$ cat src/rtl/muldiv_ctrl.sv
// Sequencing controller for the shared iterative multiply/divide units.
// Issues start, waits for done or timeout, and commits results into HI/LO.
module muldiv_ctrl #(
    parameter int TIMEOUT = 64
) (
    input  logic        clk,
    input  logic        reset,
    input  logic        op_valid,
    input  logic [1:0]  op_code,
    input  logic [31:0] rs_val,
    input  logic [31:0] rt_val,
    output logic        busy,
    output logic        op_done,
    output logic        div_zero_exc,
    output logic        timeout_err,
    output logic [31:0] hi,
    output logic [31:0] lo,
    output logic [31:0] unit_a,
    output logic [31:0] unit_b,
    output logic        div_start,
    output logic        mult_start,
    output logic        unit_rst,
    input  logic        div_done,
    input  logic        div_by_zero,
    input  logic [31:0] div_q,
    input  logic [31:0] div_r,
    input  logic        mult_done,
    input  logic [31:0] mult_hi,
    input  logic [31:0] mult_lo
);

    typedef enum logic [1:0] {
        S_IDLE,
        S_ISSUE,
        S_SETTLE,
        S_WAIT
    } state_t;

    localparam logic [6:0] LAST = 7'(TIMEOUT - 1);

    state_t      state, state_n;
    logic        is_div, is_div_n;
    logic [6:0]  cnt, cnt_n;
    logic [31:0] hi_n, lo_n, a_n, b_n;
    logic        busy_n, done_n, exc_n, to_n;
    logic        ds_n, ms_n;
    logic        abort_q, abort_n;

    always_comb begin
        state_n  = state;
        is_div_n = is_div;
        cnt_n    = cnt;
        hi_n     = hi;
        lo_n     = lo;
        a_n      = unit_a;
        b_n      = unit_b;
        done_n   = 1'b0;
        exc_n    = 1'b0;
        to_n     = 1'b0;
        ds_n     = 1'b0;
        ms_n     = 1'b0;
        abort_n  = 1'b0;
        unique case (state)
            S_IDLE: begin
                if (op_valid) begin
                    unique case (op_code)
                        2'b10: begin
                            hi_n   = rs_val;
                            done_n = 1'b1;
                        end
                        2'b11: begin
                            lo_n   = rs_val;
                            done_n = 1'b1;
                        end
                        default: begin
                            is_div_n = op_code[0];
                            a_n      = rs_val;
                            b_n      = rt_val;
                            ds_n     = op_code[0];
                            ms_n     = !op_code[0];
                            state_n  = S_ISSUE;
                        end
                    endcase
                end
            end
            S_ISSUE: state_n = S_SETTLE;
            S_SETTLE: begin
                // done may still be stale from the previous op here
                cnt_n   = 7'd0;
                state_n = S_WAIT;
            end
            S_WAIT: begin
                if (is_div && div_done) begin
                    done_n  = 1'b1;
                    state_n = S_IDLE;
                    if (div_by_zero) begin
                        exc_n = 1'b1;
                    end else begin
                        lo_n = div_q;
                        hi_n = div_r;
                    end
                end else if (!is_div && mult_done) begin
                    done_n  = 1'b1;
                    hi_n    = mult_hi;
                    lo_n    = mult_lo;
                    state_n = S_IDLE;
                end else if (cnt == LAST) begin
                    done_n  = 1'b1;
                    to_n    = 1'b1;
                    abort_n = 1'b1;
                    state_n = S_IDLE;
                end else begin
                    cnt_n = cnt + 7'd1;
                end
            end
            default: state_n = S_IDLE;
        endcase
        busy_n = (state_n != S_IDLE);
    end

    always_ff @(posedge clk) begin
        if (!reset) begin
            state        <= S_IDLE;
            is_div       <= 1'b0;
            cnt          <= 7'd0;
            hi           <= 32'd0;
            lo           <= 32'd0;
            unit_a       <= 32'd0;
            unit_b       <= 32'd0;
            busy         <= 1'b0;
            op_done      <= 1'b0;
            div_zero_exc <= 1'b0;
            timeout_err  <= 1'b0;
            div_start    <= 1'b0;
            mult_start   <= 1'b0;
            abort_q      <= 1'b0;
        end else begin
            state        <= state_n;
            is_div       <= is_div_n;
            cnt          <= cnt_n;
            hi           <= hi_n;
            lo           <= lo_n;
            unit_a       <= a_n;
            unit_b       <= b_n;
            busy         <= busy_n;
            op_done      <= done_n;
            div_zero_exc <= exc_n;
            timeout_err  <= to_n;
            div_start    <= ds_n;
            mult_start   <= ms_n;
            abort_q      <= abort_n;
        end
    end

    assign unit_rst = !reset || abort_q;

endmodule

$ cat config.mk
export PLATFORM = sky130hd
export DESIGN_NAME = muldiv_ctrl
export DESIGN_NICKNAME = d
export VERILOG_FILES = /design/src/rtl/muldiv_ctrl.sv
export SDC_FILE = /design/constraint.sdc
export NUM_CORES = 1
export LEC_CHECK = 0
export CAP_MARGIN = 20
export CORE_ASPECT_RATIO = 1.2
export CORE_MARGIN = 10
export CORE_UTILIZATION = 43
export CTS_CLUSTER_DIAMETER = 150
export CTS_CLUSTER_SIZE = 14
export DETAILED_ROUTE_END_ITERATION = 8
export HOLD_SLACK_MARGIN = 0.1
export PLACE_DENSITY = 0.93
export SYNTH_ARGS = -nofsm -noshare
export SYNTH_HDL_FRONTEND = slang
export SYNTH_SLANG_ARGS = --single-unit
$ cat constraint.sdc
create_clock -name clk -period 3.3 [get_ports clk]
set_clock_uncertainty 0.05 [all_clocks]
set_input_delay 0.66 -clock clk [delete_from_list [all_inputs] [get_ports clk]]
set_output_delay 0.66 -clock clk [all_outputs]
set_load 0.01 [all_outputs]
* After elaboration in Yosys (flattened, before gate mapping)
Cells that the tools add are included.
** Word-level totals
- Bits of input ports :: 200
- Flip-flop bits (word level) :: 144
- Output and inout bits :: 135
** Cells by class
- Reductions and logical operators :: 18
- Equality and inequality tests :: 14
- Multiplexer cells :: 29
- Bitwise logic cells :: 5
- Add/subtract/negate cells :: 1
** Operators by type and width (number)
- 32-bit two-way mux :: 10
- 32-bit one-hot mux with 2 select lines :: 2
- 7-bit two-way mux :: 3
- 7-bit one-hot mux with 2 select lines :: 1
- 2-bit two-way mux :: 5
- 5-bit AND reduction :: 2
- 2-bit equality test, second input constant :: 4
- 2-bit inequality test, second input constant :: 4
- 2-bit one-hot mux with 4 select lines :: 1
- 7-bit by 1-bit adder with 7-bit output, second input constant :: 1
- 7-bit by 6-bit equality test with 1-bit output, second input constant :: 1
- 1-bit two-way mux :: 6
- 3-bit inequality test, second input constant :: 2
- 3-bit AND reduction :: 2
- 2-bit nonzero test :: 3
- 1-bit inverter :: 5
- 5-bit OR reduction :: 1
- 2-bit by 1-bit inequality test with 1-bit output, second input constant :: 2
- 4-bit AND reduction :: 1
- 4-bit OR reduction :: 1
- 1-bit logical NOT :: 3
- 2-bit by 1-bit equality test with 1-bit output, second input constant :: 1
- 1-bit logical AND :: 2
- 2-bit logical NOT :: 1
- other kinds (3) :: 3

* Longest topological paths before layout
- Depth after elaboration :: 6
- Gate-level depth with buffers :: 8
- Mapped depth without buffers :: 6

* Worst setup path before layout
No wires, ideal clock.
- Path type :: in2out
- Start :: input port reset
- End :: output port unit_rst
- Buffers on the path :: 2
- Data required time :: 2.590 ns
- Arrival time :: 1.284 ns
- Path slack :: 1.306 ns
- Cell stages on the path :: 3
- Cells stage by stage :: clkbuf_1 > clkbuf_1 > nand2b_1
** Between the ends
- Longest elaborated chain between the ends :: 2
** Ends and longest elaborated chain
- from (decl) :: line 7 : input logic reset,
- 1-bit logical NOT :: line 155 : assign unit_rst = !reset || abort_q;
- 1-bit logical OR :: line 155
- to (decl) :: line 22 : output logic unit_rst,
No other way between the ends.

* Worst setup path after layout
Same ends and word-level chain as after synthesis.

==> results.md <==
| Quantity | Reported | Unit |
|---|---|---|
| M3 GR Usage | 8.587 | % |
| Fill cell instance count of the final layout | 1103 | - |
| Post-detailed-route count of antenna-violating nets | 0 | - |
| Count of cell types in the netlist | 41 | - |
| Fraction of power spent switching nets | 24.80 | % |
| Slowest stage cell, crit path | clkdlybuf4s50_1 | - |
| Multi-input logic area | 0.003261 | mm2 |
| Total setup violations reported at the end of the flow | 0 | - |
| Total buffers and inverters traversed by the critical path | 2 | - |
| Share of synthesized area occupied by flip-flops and latches | 44.26 | % |
| Number of buffers inserted by post-CTS setup repair | 0 | - |
| Most congested layer reported by global routing | met2 | - |
| Total power per unit cell area | 463.6 | mW/mm2 |
| Worst vdd rail ir drop | 291.6 | uV |
| Overflow left after global routing | 0 | - |
| Tightest Pin Transition | 727.2 | ps |
| Die Wd | 132.4 | um |
| Fraction of the cycle the final worst path needs | 72.35 | % |
| Post-synth EDFFs | 0 | - |
| Vias | 7115 | - |
| Reg-to-reg endpoint | unit_a[17] | - |
| Number of placed I/O pins | 335 | - |
| Type of the most critical hold path | reg -> reg | - |
| Maximum root-to-sink buffer count | 2 | - |
| Iter 0 DRT Violations | 491 | - |
| Hold bufs inserted after CTS | 0 | - |
| Final Hold Viols | 0 | - |
| Post-synthesis cell area | 0.006514 | mm2 |
| Flip-flop and latch area | 0.002883 | mm2 |
| Post-detail-place hpwl | 19920 | um |
| Status | completed | - |
| Top cell type's share of synthesized area | 44.26 | % |
| Clk slew on worst S/H paths | 60 | ps |
| Wire length of the first global-routing pass | 40270 | um |
| Antenna violations before repair | 2 | - |
| Leakage power summed over all cells | 0.003811 | uW |
| Mean area per synthesized cell | 8.372 | um2 |
| Clock latency at the later pin of the worst-skew pair | 420 | ps |
| Reg2reg start | state[0] | - |
| Number of buffers inserted during clock tree synthesis | 17 | - |
| Worst Path Arrival | 1680 | ps |
| Setup slack of the worst register-to-register path | 1060 | ps |
| Final weighted congestion in routability-driven placement | 0.8829 | - |
| Ys Warns | 0 | - |
| Fraction of power consumed by the clock network | 42.3 | % |
| Number of global-route vias before repair | 7185 | - |
| Worst Setup EP | unit_rst | - |
| TritonCTS Sinks | 144 | - |
| Switching power of the nets | 1215 | uW |
| Post-placement setup slack | 683.7 | ps |
| Post-synth ARST share | 0 | % |
| Synthesized flop and latch total | 144 | - |
| Max Cap Violations | 0 | - |
| Total nets after synthesis | 982 | - |
| Post-CTS resize count | 0 | - |
| Routed vias/inst | 5.507 | - |
| Floorplan die height | 154.8 | um |
| Power share of the combinational group | 19.0 | % |
| Critical path's largest stage delay | 510 | ps |
| CP Cell Sequence | buf_4 -> nand2b_1 -> clkdlybuf4s50_1 | - |
| Routed Wire Length | 26480 | um |
| Global routing usage on met2 | 42.84 | % |
| Site Rows | 49 | - |
| Setup repair after global routing missed its margin | no | - |
| Internal power | 3686 | uW |
| Biggest fanout along the worst timing path | 47 | - |
| Worst setup path category | in -> out | - |
| Combined global-route utilization of all metal layers | 24.90 | % |
| CTS root buffer | clkbuf_16 | - |
| Area of the core | 0.01490 | mm2 |
| Required time at the worst-slack endpoint | 2590 | ps |
| Cell count along the critical path | 3 | - |
| Relative max-transition margin | 51.01 | % |
| Worst Setup Start Kind | primary input | - |
| Worst setup margin | 912.6 | ps |
| Layout net count | 1278 | - |
| Largest area contributor in the netlist | dfxtp_1 | - |
| Gate count of the mapped netlist | 778 | - |
| Number of input and output port buffers inserted | 334 | - |
| Flip-flop cell with the highest count after synthesis | dfxtp_1 | - |
| CP endpoint kind | output port | - |
| Die Footprint | 0.02049 | mm2 |
| Fin Setup TNS | 0 | ps |
| FF-to-FF path depth | 6 | - |
| Maximum number of pins on one net before global-route repair | 67 | - |
| Period minus WS final | 2387 | ps |
| Slew Viols, Final | 0 | - |
| Area Growth Syn to Fin | 62.29 | % |
| Share of final-layout standard cells stronger than drive strength 1 | 5.796 | % |
| Synth top area cells | dfxtp_1, nand2_1, a311oi_1 | - |
| Number of search-and-repair iterations in the first detailed-routing pass | 5 | - |
| Post-route DRC violation count | 0 | - |
| Fmax | 0.4189 | GHz |
| Initial cell density of the core | 43.72 | % |
| Post-detailed-route wirelength per cell | 20.49 | um |
| Reg power frac | 38.7 | % |
| Critical Path Start | reset | - |
| GR Layer Usage met1 | 25.70 | % |
| Top delay family on crit path | buffers and inverters | - |
| TritonCTS clock tree | done | - |
| H-Tree Depth | 4 | - |
-- cell type report --
type	instances	area share [%]
Timing Repair Buffer	350	33.09
Multi-Input combinational cell	553	30.84
Sequential cell	144	27.27
Clock buffer	23	4.616
Tap cell	204	2.414
Clock inverter	9	1.456
Inverter	8	0.2841
Antenna cell	1	0.02367
-- synth_stat cells (2+ instances only) --
library cell and number:
dfxtp_1 144, buf_6 6, clkbuf_1 47, buf_4 6
a21oi_1 6, and3_1 7, nand3_1 4, a31o_1 56
or3_1 3, o21ai_0 39, a31o_2 8, and2_1 2
nor2_1 5, inv_1 8, a21boi_0 64, nand3b_1 2
a21boi_1 2, nand2b_1 3, a311oi_1 65, and3b_1 2
nand2_1 263, ha_1 4, buf_2 13, o32ai_4 2
-- routing by layer --
metal	wire length (um)	share of wire (%)
met5	13	0.049
met3	2453	9.3
met1	9401	36
met4	1388	5.2
met2	13220	50
-- power groups by stage --
stage / Sequential [uW] / Clock (uW) / Combinational [uW]
5_1_grt: 1910 / 2180 / 1000
3_5_place_dp: 1930 / 0 / 928
2_1_floorplan: 1970 / 0 / 333
4_1_cts: 1900 / 2100 / 936
3_3_place_gp: 1930 / 0 / 914
6_report: 1900 / 2070 / 931
-- placed cells by master, fill, tap and decap left out, types with 2 or more instances in the layout --
master and instances:
clkdlybuf4s50_1 333, a311oi_1 65, clkbuf_16 17, o21ai_0 39
a21boi_0 64, dfxtp_1 144, nor2_1 5, clkbuf_8 4
a21boi_1 2, a21oi_1 6, nand3b_1 2, ha_1 3
and3_1 7, nand3_1 4, or3_1 3, clkinv_2 2
clkinvlp_4 2, o32ai_4 2, nand2_1 262, inv_1 8
a31o_1 56, bufinv_16 4, clkbuf_1 2, buf_12 3
a31o_2 8, nand2b_1 3, buf_4 14
-- worst min-delay path: cells and delay by family (launching register included) --
family / cells / cell delay (ps)
AO/OA/AOI/OAI: 1 / 50
AND/OR/NAND/NOR: 1 / 50
flip-flops: 1 / 310
-- state kept, by name (all words and copies together) (netlist names) --
signal / count
div_zero_exc: 1
cnt: 7
div_start: 1
busy: 1
is_div: 1
hi: 32
mult_start: 1
abort_q: 1
state: 2
unit_b: 32
lo: 32
unit_a: 32
op_done: 1
-- through the flow --
stage          area, um2  instances  utilization (%)  hold slack [ps]  power (uW)
2_1_floorplan       6514        778                -            373.2        2307
3_3_place_gp        9927       1259            66.63            384.6        2842
3_5_place_dp        9927       1259            66.63            394.4        2861
4_1_cts            10570       1291            70.94            402.5        4932
5_1_grt            10570       1292            70.96            419.4        5086
6_report           10570       1292            70.96            399.8        4901
-- worst min path at each step --
stage	startpoint	depth (start not counted)	endpoint	slack, ps
2_1_floorplan	cnt[6]	2	cnt[6]	370
3_3_place_gp	cnt[6]	2	cnt[6]	380
3_5_place_dp	unit_a[15]	2	unit_a[15]	390
4_1_cts	unit_a[15]	2	unit_a[15]	400
5_1_grt	unit_a[14]	2	unit_a[14]	420
6_report	unit_a[15]	2	unit_a[15]	400
-- logic make-up (layout without fill, tap and decap cells) --
group / count (synthesis) / in the layout / synth area share, %
simple gates: 297 / 297 / 18.42
compound gates: 251 / 251 / 30.45
flops: 144 / 144 / 44.26
buf+inv: 81 / 390 / 5.954
fa+ha+maj: 4 / 4 / 0.7684
mux: 1 / 1 / 0.1537
other cells: 0 / 1 / 0
(Power assumes the default switching activity.)
